[config.mk]
export PLATFORM = sky130hd
export DESIGN_NAME = divider_seq_param
export DESIGN_NICKNAME = d
export VERILOG_FILES = /design/src/rtl/calc_pkg.sv /design/src/rtl/dflip_en.sv /design/src/rtl/div_step.sv /design/src/rtl/divider_seq_param.sv
export SDC_FILE = /design/constraint.sdc
export NUM_CORES = 1
export LEC_CHECK = 0
export CAP_MARGIN = 30
export CORE_MARGIN = 4
export CORE_UTILIZATION = 35
export CTS_CLUSTER_DIAMETER = 120
export DETAILED_ROUTE_END_ITERATION = 7
export MAX_ROUTING_LAYER = met4
export PLACE_DENSITY = 0.57
export SETUP_SLACK_MARGIN = 0.5
export SLEW_MARGIN = 25
export SYNTH_ARGS = -nofsm -noshare
export SYNTH_HDL_FRONTEND = slang
export SYNTH_HIERARCHICAL = 1
export SYNTH_SLANG_ARGS = --single-unit
[constraint.sdc]
create_clock -name clk -period 8.8 [get_ports clk]
set_clock_uncertainty 0.15 [all_clocks]
set_input_delay 2.64 -clock clk [delete_from_list [all_inputs] [get_ports clk]]
set_output_delay 2.64 -clock clk [all_outputs]
set_load 0.03 [all_outputs]
[src/rtl/calc_pkg.sv]
// rtl/calc_pkg.sv - shared FSM encoding, divide-by-zero convention and sign helpers
package calc_pkg;

  typedef enum logic [1:0] {
    ST_IDLE = 2'd0,
    ST_PREP = 2'd1,
    ST_RUN  = 2'd2,
    ST_FIX  = 2'd3
  } div_state_t;

  // Helpers work on the widest supported operand; callers size-cast in and out.
  localparam int MAX_W = 64;

  localparam logic [MAX_W-1:0] DIV_ZERO_Q = '1;

  function automatic logic [MAX_W-1:0] neg_w(input logic [MAX_W-1:0] x);
    return ~x + MAX_W'(1);
  endfunction

  function automatic logic [MAX_W-1:0] abs_w(input logic [MAX_W-1:0] x, input logic is_neg);
    return is_neg ? neg_w(x) : x;
  endfunction

endpackage

[src/rtl/dflip_en.sv]
// rtl/dflip_en.sv - enabled register with asynchronous active-high clear
module dflip_en #(
  parameter int W = 1
) (
  input  logic         clk,
  input  logic         rst,
  input  logic         en,
  input  logic [W-1:0] d,
  output logic [W-1:0] q
);

  always_ff @(posedge clk or posedge rst) begin
    if (rst) begin
      q <= '0;
    end else if (en) begin
      q <= d;
    end
  end

endmodule

[src/rtl/div_step.sv]
// rtl/div_step.sv - one restoring division step on the upper accumulator half
module div_step #(
  parameter int WIDTH = 32
) (
  input  logic [WIDTH-1:0] acc_hi,
  input  logic             in_bit,
  input  logic [WIDTH-1:0] divisor,
  output logic [WIDTH-1:0] acc_hi_next,
  output logic             q_bit
);

  logic [WIDTH:0]   rem_ext;
  logic [WIDTH-1:0] diff;

  // The shifted partial remainder can momentarily need WIDTH+1 bits; after a
  // successful subtract it is below the divisor again, so WIDTH bits suffice.
  always_comb begin
    rem_ext     = {acc_hi, in_bit};
    q_bit       = (rem_ext >= {1'b0, divisor});
    diff        = rem_ext[WIDTH-1:0] - divisor;
    acc_hi_next = q_bit ? diff : rem_ext[WIDTH-1:0];
  end

endmodule

[src/rtl/divider_seq_param.sv]
// rtl/divider_seq_param.sv - sequential restoring divider, signed/unsigned, with abort
module divider_seq_param
  import calc_pkg::*;
#(
  parameter  int WIDTH = 32,
  localparam int CNT_W = $clog2(WIDTH) + 1
) (
  input  logic             clk,
  input  logic             rst,
  input  logic             start,
  input  logic             abort,
  input  logic             op_signed,
  input  logic [WIDTH-1:0] dividend,
  input  logic [WIDTH-1:0] divisor,
  output logic             busy,
  output logic             done,
  output logic [WIDTH-1:0] quotient,
  output logic [WIDTH-1:0] remainder,
  output logic             div_by_zero,
  output logic             overflow
);

  localparam logic [WIDTH-1:0] MIN_VAL = {1'b1, {(WIDTH-1){1'b0}}};

  logic [1:0]         state_bits_q;
  div_state_t         state_q, state_d;
  logic               accept, kill, prep, run, fix;
  logic               flag_en, acc_en, cnt_en, out_en;
  logic               a_neg, b_neg, dz_now, ov_now;
  logic [WIDTH-1:0]   a_mag;

  logic [WIDTH-1:0]   a_q, b_q;
  logic               sgn_q;
  logic               dz_d, dz_q, ov_d, ov_q;
  logic               qneg_d, qneg_q, rneg_d, rneg_q;
  logic [WIDTH-1:0]   bmag_d, bmag_q;
  logic [2*WIDTH-1:0] acc_d, acc_q;
  logic [CNT_W-1:0]   cnt_d, cnt_q;
  logic [WIDTH-1:0]   quotient_d, quotient_q, remainder_d, remainder_q;
  logic               div_by_zero_q, overflow_q;
  logic               done_d, done_q;

  logic [WIDTH-1:0]   step_hi, q_raw, r_raw;
  logic               step_bit;

  assign state_q = div_state_t'(state_bits_q);

  div_step #(.WIDTH(WIDTH)) u_step (
    .acc_hi      (acc_q[2*WIDTH-1:WIDTH]),
    .in_bit      (acc_q[WIDTH-1]),
    .divisor     (bmag_q),
    .acc_hi_next (step_hi),
    .q_bit       (step_bit)
  );

  always_comb begin
    accept = (state_q == ST_IDLE) && start;
    kill   = abort && (state_q != ST_IDLE);
    prep   = (state_q == ST_PREP);
    run    = (state_q == ST_RUN);
    fix    = (state_q == ST_FIX);

    a_neg  = sgn_q & a_q[WIDTH-1];
    b_neg  = sgn_q & b_q[WIDTH-1];
    a_mag  = WIDTH'(abs_w(MAX_W'(a_q), a_neg));
    bmag_d = WIDTH'(abs_w(MAX_W'(b_q), b_neg));
    dz_now = (b_q == '0);
    ov_now = sgn_q && (a_q == MIN_VAL) && (b_q == '1);

    // Flags are cleared on acceptance and resolved once the operands are latched.
    flag_en = accept | prep;
    dz_d    = accept ? 1'b0 : dz_now;
    ov_d    = accept ? 1'b0 : ov_now;
    qneg_d  = a_neg ^ b_neg;
    rneg_d  = a_neg;

    acc_en = prep | run;
    acc_d  = prep ? {{WIDTH{1'b0}}, a_mag}
                  : {step_hi, acc_q[WIDTH-2:0], step_bit};
    cnt_en = prep | run;
    cnt_d  = prep ? '0 : cnt_q + CNT_W'(1);

    state_d = state_q;
    done_d  = 1'b0;
    case (state_q)
      ST_IDLE: if (start) state_d = ST_PREP;
      ST_PREP: state_d = (dz_now || ov_now) ? ST_FIX : ST_RUN;
      ST_RUN:  if (cnt_q == CNT_W'(WIDTH - 1)) state_d = ST_FIX;
      ST_FIX: begin
        state_d = ST_IDLE;
        done_d  = 1'b1;
      end
      default: state_d = ST_IDLE;
    endcase
    if (kill) begin
      state_d = ST_IDLE;
      done_d  = 1'b0;
    end

    q_raw = acc_q[WIDTH-1:0];
    r_raw = acc_q[2*WIDTH-1:WIDTH];
    if (dz_q) begin
      quotient_d  = WIDTH'(DIV_ZERO_Q);
      remainder_d = a_q;
    end else if (ov_q) begin
      quotient_d  = MIN_VAL;
      remainder_d = '0;
    end else begin
      quotient_d  = qneg_q ? WIDTH'(neg_w(MAX_W'(q_raw))) : q_raw;
      remainder_d = rneg_q ? WIDTH'(neg_w(MAX_W'(r_raw))) : r_raw;
    end
    out_en = fix & ~abort;
  end

  dflip_en #(.W(2))       u_state (.clk(clk), .rst(rst), .en(1'b1),    .d(state_d),   .q(state_bits_q));
  dflip_en #(.W(WIDTH))   u_a     (.clk(clk), .rst(rst), .en(accept),  .d(dividend),  .q(a_q));
  dflip_en #(.W(WIDTH))   u_b     (.clk(clk), .rst(rst), .en(accept),  .d(divisor),   .q(b_q));
  dflip_en #(.W(1))       u_sgn   (.clk(clk), .rst(rst), .en(accept),  .d(op_signed), .q(sgn_q));
  dflip_en #(.W(1))       u_dz    (.clk(clk), .rst(rst), .en(flag_en), .d(dz_d),      .q(dz_q));
  dflip_en #(.W(1))       u_ov    (.clk(clk), .rst(rst), .en(flag_en), .d(ov_d),      .q(ov_q));
  dflip_en #(.W(1))       u_qneg  (.clk(clk), .rst(rst), .en(prep),    .d(qneg_d),    .q(qneg_q));
  dflip_en #(.W(1))       u_rneg  (.clk(clk), .rst(rst), .en(prep),    .d(rneg_d),    .q(rneg_q));
  dflip_en #(.W(WIDTH))   u_bmag  (.clk(clk), .rst(rst), .en(prep),    .d(bmag_d),    .q(bmag_q));
  dflip_en #(.W(2*WIDTH)) u_acc   (.clk(clk), .rst(rst), .en(acc_en),  .d(acc_d),     .q(acc_q));
  dflip_en #(.W(CNT_W))   u_cnt   (.clk(clk), .rst(rst), .en(cnt_en),  .d(cnt_d),     .q(cnt_q));
  dflip_en #(.W(WIDTH))   u_quo   (.clk(clk), .rst(rst), .en(out_en),  .d(quotient_d),  .q(quotient_q));
  dflip_en #(.W(WIDTH))   u_rem   (.clk(clk), .rst(rst), .en(out_en),  .d(remainder_d), .q(remainder_q));
  dflip_en #(.W(1))       u_dzo   (.clk(clk), .rst(rst), .en(out_en),  .d(dz_q),      .q(div_by_zero_q));
  dflip_en #(.W(1))       u_ovo   (.clk(clk), .rst(rst), .en(out_en),  .d(ov_q),      .q(overflow_q));
  dflip_en #(.W(1))       u_done  (.clk(clk), .rst(rst), .en(1'b1),    .d(done_d),    .q(done_q));

  assign busy        = (state_q != ST_IDLE);
  assign done        = done_q;
  assign quotient    = quotient_q;
  assign remainder   = remainder_q;
  assign div_by_zero = div_by_zero_q;
  assign overflow    = overflow_q;

endmodule

### Word-level counts from Yosys, hierarchy flattened

Cells that the tools add are included.

* output and inout port bits: 68
* bits of input ports: 69
* logic and storage cells: 71
* flip-flop bits (word level): 240

* $lt $le $gt $ge: 1
* add/sub/neg operators: 6
* bitwise logic cells: 11
* equal/unequal tests: 8
* mux-type cells: 20
* reductions and logical operators: 9

Operators with widths (count)
* 32-bit two-way mux: 9
* 32-bit by 1-bit adder with 32-bit output (second input constant): 4
* 32-bit NOT: 4
* 32-bit equality test (second input constant): 2
* 64-bit two-way mux: 1
* 33-bit by 32-bit greater-or-equal comparator with 1-bit output: 1
* 32-bit logical NOT: 1
* 32-bit subtractor: 1
* 2-bit one-hot mux with 4 select lines: 1
* 6-bit by 1-bit adder with 6-bit output (second input constant): 1
* 6-bit by 5-bit equality test with 1-bit output (second input constant): 1
* 2-bit two-way mux: 3
* 6-bit two-way mux: 1
* 1-bit two-way mux: 5
* 2-bit equality test (second input constant): 2
* 1-bit logical AND: 4
* 1-bit bitwise AND: 3
* 3-bit by 2-bit inequality test with 1-bit output (second input constant): 1
* 3-bit inequality test (second input constant): 1
* 2-bit by 1-bit equality test with 1-bit output (second input constant): 1
* 2-bit logical NOT: 1
* 1-bit OR: 2
* 2-bit AND reduction: 1
* 2-bit nonzero test: 1
* 3 further kinds: 3

### Longest topological paths before layout

* depth in word-level cells: 7
* gate-level depth with buffers: 15
* gate-level depth less buffers: 13

### Cells and area by module

Netlist, hierarchy kept.

Modules (own cells, without submodules)
* dflip_en (u_a ...): sequential area each 800.8 um^2, cells an instance 69, times used 5, area each 1348.8 um^2
* divider_seq_param: sequential area each 0.0 um^2, cells an instance 679, times used 1, area each 4325.4 um^2
* dflip_en (u_acc): sequential area each 1601.5 um^2, cells an instance 136, times used 1, area each 2682.6 um^2
* div_step: sequential area each 0.0 um^2, cells an instance 339, times used 1, area each 2482.4 um^2
* dflip_en (u_done ...): sequential area each 25.0 um^2, cells an instance 3, times used 8, area each 43.8 um^2
* dflip_en (u_cnt): sequential area each 150.1 um^2, cells an instance 14, times used 1, area each 255.2 um^2
* dflip_en (u_state): sequential area each 50.0 um^2, cells an instance 5, times used 1, area each 76.3 um^2

### Worst setup path after synthesis

Ideal clock, no wire load.

* path type: in2reg
* start: input abort
* end: register u_quo.q[0]
* stages: 4
* data required time: 8.525 ns
* setup slack: 4.944 ns
* setup time: 0.125 ns
* data arrival time: 3.580 ns
* buffers on the path: 2
* cell sequence: nor2b_1 buf_6 buf_12 mux2_4

* longest elaborated chain between the ends: 2

RTL lines
* from (decl): line divider_seq_param.sv:11 `input logic abort,`
* 1-bit NOT: line divider_seq_param.sv:112 `out_en = fix & ~abort;`
* 1-bit bitwise AND: line divider_seq_param.sv:112
* to (signal assigned): line dflip_en.sv:14 `q <= '0;`
* to (signal assigned): line dflip_en.sv:16 `q <= d;`
* to (decl): line dflip_en.sv:9 `output logic [W-1:0] q`

Every way passes these cells.
A chain may end at the register's enable or synchronous reset.

### Final worst setup path

* start: register u_state.q[0]
* end: output busy

* longest elaborated chain between the ends: 1

RTL lines
* from (decl): line dflip_en.sv:9
* from (signal assigned): line dflip_en.sv:14
* from (signal assigned): line dflip_en.sv:16
* 2-bit nonzero test: line divider_seq_param.sv:132 `assign busy = (state_q != ST_IDLE);`
* to (decl): line divider_seq_param.sv:15 `output logic busy,`

Every way passes these cells.

==> flow_summary.ini <==
[setup_path]
critical_path_peak_fanout = 5
crit_path_top_delay_cell = clkdlybuf4s50_1
timing.critical_path.mode_cell = inv_1
worstPathCellList = inv_1, ha_4, inv_1, clkdlybuf4s50_1
timing.setup.critical_path_class = flip-flop to output port
critPathArrivalTime_ps = 2120
cp_data_required_time_ps = 6010
critical_path.endpoint_type = output port
timing.critical_path.from_type = flip-flop
cpPeakStageDelay_ps = 680

[drt]
ant_nets = 0
drt_first_pass_iters = 5
route.detailed.drc = 0
postRouteWirelength_um = 45200
drt_iter0_markers = 667
drt-wirelength-per-cell_um = 19.81
vias_per_cell = 5.259
detailroute.via_count = 12000

[timing]
setup_repair_after_global_routing_missed_its_margin = no
fmax_ghz = 0.2038
setup_viol = 0
setup-tns-final_ps = 0
fin_crit_sh_pct = 55.75
report.final.slew_viol_count = 0
timing.final.hold_violations = 0
final_period_minus_worst_setup_slack_ps = 4906
worstMarginPinSlew_ps = 1033
max-slew-margin-rel_pct = 30.51

[yosys]
synthCells = 1542
synth_xor_xnor_area_share_pct = 7.507
top_flip_flop_cell_by_instance_count_after_synthesis = dfrtp_1
synthMuxAreaShare_pct = 23.17
synth_compound_gate_area_share_pct = 12.83
netlist.area_leader.share_pct = 35.50
yosysWarnings = 6
postSynthRegisterBits = 240
sequential_element_share_of_the_synthesized_area_pct = 35.50
synth_area_um2 = 16920
async_set_reset_flop_share_out_of_synthesis_pct = 100.0
combinational_family_with_the_most_area_after_synthesis = multiplexers
synth_top_area_cell = dfrtp_1
synth_enable_flop_cells = 0
synth-adder-area-share_pct = 3.225
postSynthAreaPerCell_um2 = 10.97
number_of_distinct_library_cells_after_synthesis = 76
synthSimpleGateAreaFrac_pct = 11.29
synth_area_leaders = dfrtp_1 (36%), mux2_4 (22%), xor2_1 (4.8%), ha_1 (3.1%), buf_12 (2.7%)

[placed_design]
portBuffers = 136
finalWeightedCongestion = 0.8756
hpwlAfterDp_um = 33630
placedInstanceArea_um2 = 18400

[power_and_ir_drop]
leakage_nw = 8.335
p_per_area_nw_per_um2 = 483.3
ir_drop_mv = 0.2520

[cts]
cts_htree_levels = 1
cts_num_sinks = 240
clock_insertion_delay_worst_skew_ps = 590
cts.reportedPaths.clkPinSlew_ps = 60
clockBufferDepth = 3
clock_tree_from_tritoncts = yes
number_of_clock_buffers_inserted_by_tritoncts = 30
post-cts-setup-buffer-count = 0
cts_hold_fix_bufs = 0
cts-resized-gates = 0
root_buffer = clkbuf_16

[grt]
grt_pass1_wl_um = 71450
gr-usage-all-layers_pct = 17.33
grt_pass1_vias = 12230
grt_max_degree = 103
grt_antenna_before_repair = 0
gr-total-overflow = 0

[cells_and_area]
areaGrowthSynthToFinish_pct = 15.48
postLayoutCellArea_um2 = 19540
filler_cell_count = 4596
layout.cells.most_common = mux2_4
post_route_cells_drive_above_1_share_pct = 21.66
finish.net_count = 1758
layout.cells.most_common_list = mux2_4 (244), dfrtp_1 (239), clkdlybuf4s50_1 (136)
ant_cells = 0
utilization_pct = 40.91

[floorplan]
boundaryPins = 137
die_area_um2 = 51910
initial_utilization_pct = 35.43
die_w_um = 227.8
fp-row-count = 80
core_area_um2 = 47750
die_height_um = 227.8

[min_path]
worstHoldPathType = flip-flop to flip-flop

[status]
outcome = completed

[job]
cap_violations = 0
[flip-flops by register name (all words and copies together) (netlist names), 2 cells and up]
signal and flops:
u_bmag/q 32, u_acc/q 64, u_state/q 2, u_b/q 32, u_rem/q 32, u_a/q 32
u_cnt/q 6, u_quo/q 32
[power by group]
| part | switching, mW | internal [mW] | total, mW | leakage, nW |
|---|---|---|---|---|
| sequential | 0.830 | 1.66 | 2.49 | 2.90 |
| clock | 0.503 | 0.857 | 1.36 | 0.541 |
| combinational | 2.60 | 3.00 | 5.59 | 4.90 |
[per-layer routing]
layer,vias to the layer above,part of all wire (%),track usage [%]
met5,-,0,-
met4,0,2.9,4.632
met3,66,3.2,2.246
met2,230,48,29.06
met1,5967,45,22.24
li1,5739,-,-
[per-stage QoR]
| stage | hold WS [ps] | worst slack [ps] | instances | power, mW |
|---|---|---|---|---|
| finish | 358.2 | 3894 | 2282 | 9.442 |
| global route | 372.8 | 3789 | 2282 | 10.10 |
| floorplan | 330.4 | 4412 | 1544 | 6.896 |
| CTS | 362.4 | 3841 | 2281 | 9.495 |
| detailed placement | 342.8 | 3588 | 2228 | 8.089 |
| global placement | 350.5 | 3610 | 2228 | 7.997 |
[worst max-delay path, delay by kind of cell, from the launching register on]
kind | cells | cell delay [ps]
buf+inv | 3 | 910
flops | 1 | 450
fa+ha+maj | 1 | 190
[area by class of cell]
class	instances	area, um2	share of cell area [%]
Clock inverter	12	235.2	1.204
Inverter	77	289.0	1.480
Sequential cell	240	6007	30.75
Timing Repair Buffer	152	1505	7.705
Tap cell	615	769.5	3.939
Multi-Input combinational cell	1145	9867	50.51
Clock buffer	41	862.1	4.413
[cell usage after synthesis (5+ instances only)]
| cell type | instances |
|---|---|
| a211oi_1 | 8 |
| a21boi_0 | 5 |
| a21o_1 | 11 |
| a21oi_1 | 72 |
| a22o_1 | 5 |
| a31oi_1 | 14 |
| a41oi_1 | 5 |
| and2_1 | 7 |
| and3_1 | 5 |
| buf_12 | 23 |
| buf_6 | 14 |
| clkbuf_1 | 38 |
| dfrtp_1 | 240 |
| ha_1 | 42 |
| inv_1 | 77 |
| mux2_2 | 20 |
| mux2_4 | 244 |
| nand2_1 | 71 |
| nand2b_1 | 9 |
| nand3_1 | 16 |
| nand4_1 | 18 |
| nor2_1 | 89 |
| nor2b_1 | 43 |
| nor3_1 | 26 |
| nor4_1 | 19 |
| o21a_1 | 8 |
| o21ai_0 | 79 |
| o21bai_1 | 37 |
| o31ai_1 | 32 |
| o41ai_1 | 21 |
| or3_1 | 16 |
| or4_1 | 15 |
| xnor2_1 | 52 |
| xor2_1 | 93 |
[final timing paths]
kind | from | end | slack (ps) | cells after the start
max | u_state/q[0] | busy | 3890 | 4
min reg2reg | u_quo/q[29] | u_quo/q[29] | 360 | 1
min | u_quo/q[29] | u_quo/q[29] | 360 | 1
max in group asynchronous | rst | u_b/q[18] | 5180 | 2
max reg2reg | u_acc/q[43] | u_acc/q[36] | 4480 | 12
min in group asynchronous | rst | u_dzo/q | 2490 | 2
[kinds of logic (layout without fill, tap and decap cells)]
family,after synthesis,count (layout)
muxes,267,267
DFF,240,240
and+or+nand+nor,361,361
AOI/OAI and AO/OA,326,326
adders and majority gates,43,43
buffers and inverters,159,282
other,1,3
xor gates and xnor gates,145,145
Power figures use the tool's default switching activity.
==> edit (config.mk and constraints unchanged) <==
Register the output `quotient`; this adds one clock of latency there. The other outputs are not delayed to match.
--- a/src/rtl/divider_seq_param.sv
+++ b/src/rtl/divider_seq_param.sv
@@ -132,5 +132,7 @@
   assign busy        = (state_q != ST_IDLE);
   assign done        = done_q;
-  assign quotient    = quotient_q;
+  always_ff @(posedge clk) begin
+    quotient <= quotient_q;
+  end
   assign remainder   = remainder_q;
   assign div_by_zero = div_by_zero_q;
Function: changed (a bounded check fails within 4 cycles, from zero or initial values and one cycle with rst high).
==> edit against the unedited design <==
Non-clock buffer count rose by 4. Critical path depth unchanged. Register-to-register slack got worse by 0.38 ns. Synthesized area up 4.9%. Power increased by 5.4%. Sequential cell count is 32 higher. Synthesized cell count increased by 4.5%. Design area up 5.2%. Count of clock-buffer cells in the layout rose by 9. Setup slack better by 0.024 ns. Wire length is 6.7% higher. Fmax up 0.49%. Sequential share of layout area up 1.6 points. Critical path type unchanged. Largest cell class unchanged. Largest power group unchanged.
==> edit: results <==
[run_status]
status = "finished clean"

[logic_synthesis]
synth_cells = 1612
async_reset_ff_frac = 0.8824
synth_compound_area_frac = 0.1249
synth_mux_area_frac = 0.2220
synthDistinctLibCells = 82
ys_seq_area_frac = 0.3746
yosys_warnings = 6
synth_ff_type = "dfrtp_1"
synth-xor-area-share = 0.06664
synth_commonest_cells = "mux2_4, dfrtp_1, nor2_1, o21ai_0, inv_1"
synth_area_leaders = "dfrtp_1, mux2_4, dfxtp_1"
synth_adder_area_share = 0.03075

[clock_network]
clk_pin_slew_ns = 0.06
cts.path.max_buffers = 3
htree_num_levels = 2
insertion_delay_ns = 0.56
cts-root-buf = "clkbuf_16"
numCtsBuffers = 35

[place]
placed_cells = 2350
gp_congestion = 0.8735
dp_hpwl_um = 35460
place_ws_ns = 3.590

[routing]
drt-pass1-iter-count = 6
viasPerCell = 5.231
wl_um = 48220
drt_iter0_markers = 813
detail_route.wl_per_cell_um = 19.97

[global_routing]
grt_max_degree = 71
grt_pass1_wl_um = 74760
grt_pass1_vias = 12792
grt_use_total = 0.1795
antenna_found_initial = 0

[final_layout]
diodes = 0
layout-drive-gt1-share = 0.2140
finalNetCount = 1829

[power]
p_leak_nw = 8.862
peakVddDrop_uv = 205.7

[setup_path]
worst_ep_arrival_time_ns = 2.09

[sta]
tns_ns = 0
tightest_slew_ns = 0.9912

[hold_path]
hp-class = "register to register"
## edit: cell families (layout without fill, tap and decap cells)
group / count (synthesis) / after routing
AOI/OAI and AO/OA: 328 / 328
xor gates and xnor gates: 135 / 135
adders and majority gates: 43 / 43
buffers and inverters: 165 / 294
DFF: 272 / 272
muxes: 269 / 269
other: 1 / 3
and+or+nand+nor: 399 / 399
## edit: layout make-up
cell class / count / area, µm²
fillers: 4754 / 29610
clock inverters: 13 / 145.1
clock buffers: 50 / 1055
inverters: 75 / 281.5
multi-input cells: 1177 / 10050
flip-flops and latches: 272 / 6648
well taps: 672 / 840.8
repair buffers: 156 / 1531
## edit: routing by layer
layer  vias up  global-route usage  share of wire
met1      6288              0.2203           0.43
met3        80             0.02220          0.034
met4         0             0.06108          0.032
met5         -                   -              0
met2       269              0.3065           0.50
li1       5996                   -              -
## edit: power by group
| part | switching [mW] | total, mW | internal, mW |
|---|---|---|---|
| combinational | 2.66 | 5.74 | 3.08 |
| sequential | 0.847 | 2.72 | 1.88 |
| clock | 0.583 | 1.48 | 0.901 |
| total | 4.09 | 9.95 | 5.86 |
## edit: stage by stage
stage               instance area (µm²)  utilization
floorplan                         17750            -
global placement                  19320       0.3851
detailed placement                19320       0.3851
CTS                               20520       0.4090
global route                      20560       0.4097
finish                            20560       0.4097
## edit: worst paths after layout
check | to | slack [ns] | from | depth (start not counted)
min in group asynchronous | u_done/q$_DFFE_PP0P_ | 2.55 | rst | 2
max reg2reg | u_acc/q[36]$_DFFE_PP0P_ | 4.10 | u_acc/q[43]$_DFFE_PP0P_ | 12
min | quotient[23]$_DFF_P_ | 0.21 | u_quo/q[23]$_DFFE_PP0P_ | 0
max | busy | 3.92 | u_state/q[0]$_DFFE_PP0P_ | 4
min reg2reg | quotient[23]$_DFF_P_ | 0.21 | u_quo/q[23]$_DFFE_PP0P_ | 0
max in group asynchronous | u_acc/q[18]$_DFFE_PP0P_ | 5.11 | rst | 4
## edit: critical path, cell delays in order (launching register included)
cell and delay, ns:
dfrtp_1 0.45, inv_1 0.14, ha_4 0.19, inv_1 0.09, clkdlybuf4s50_1 0.68
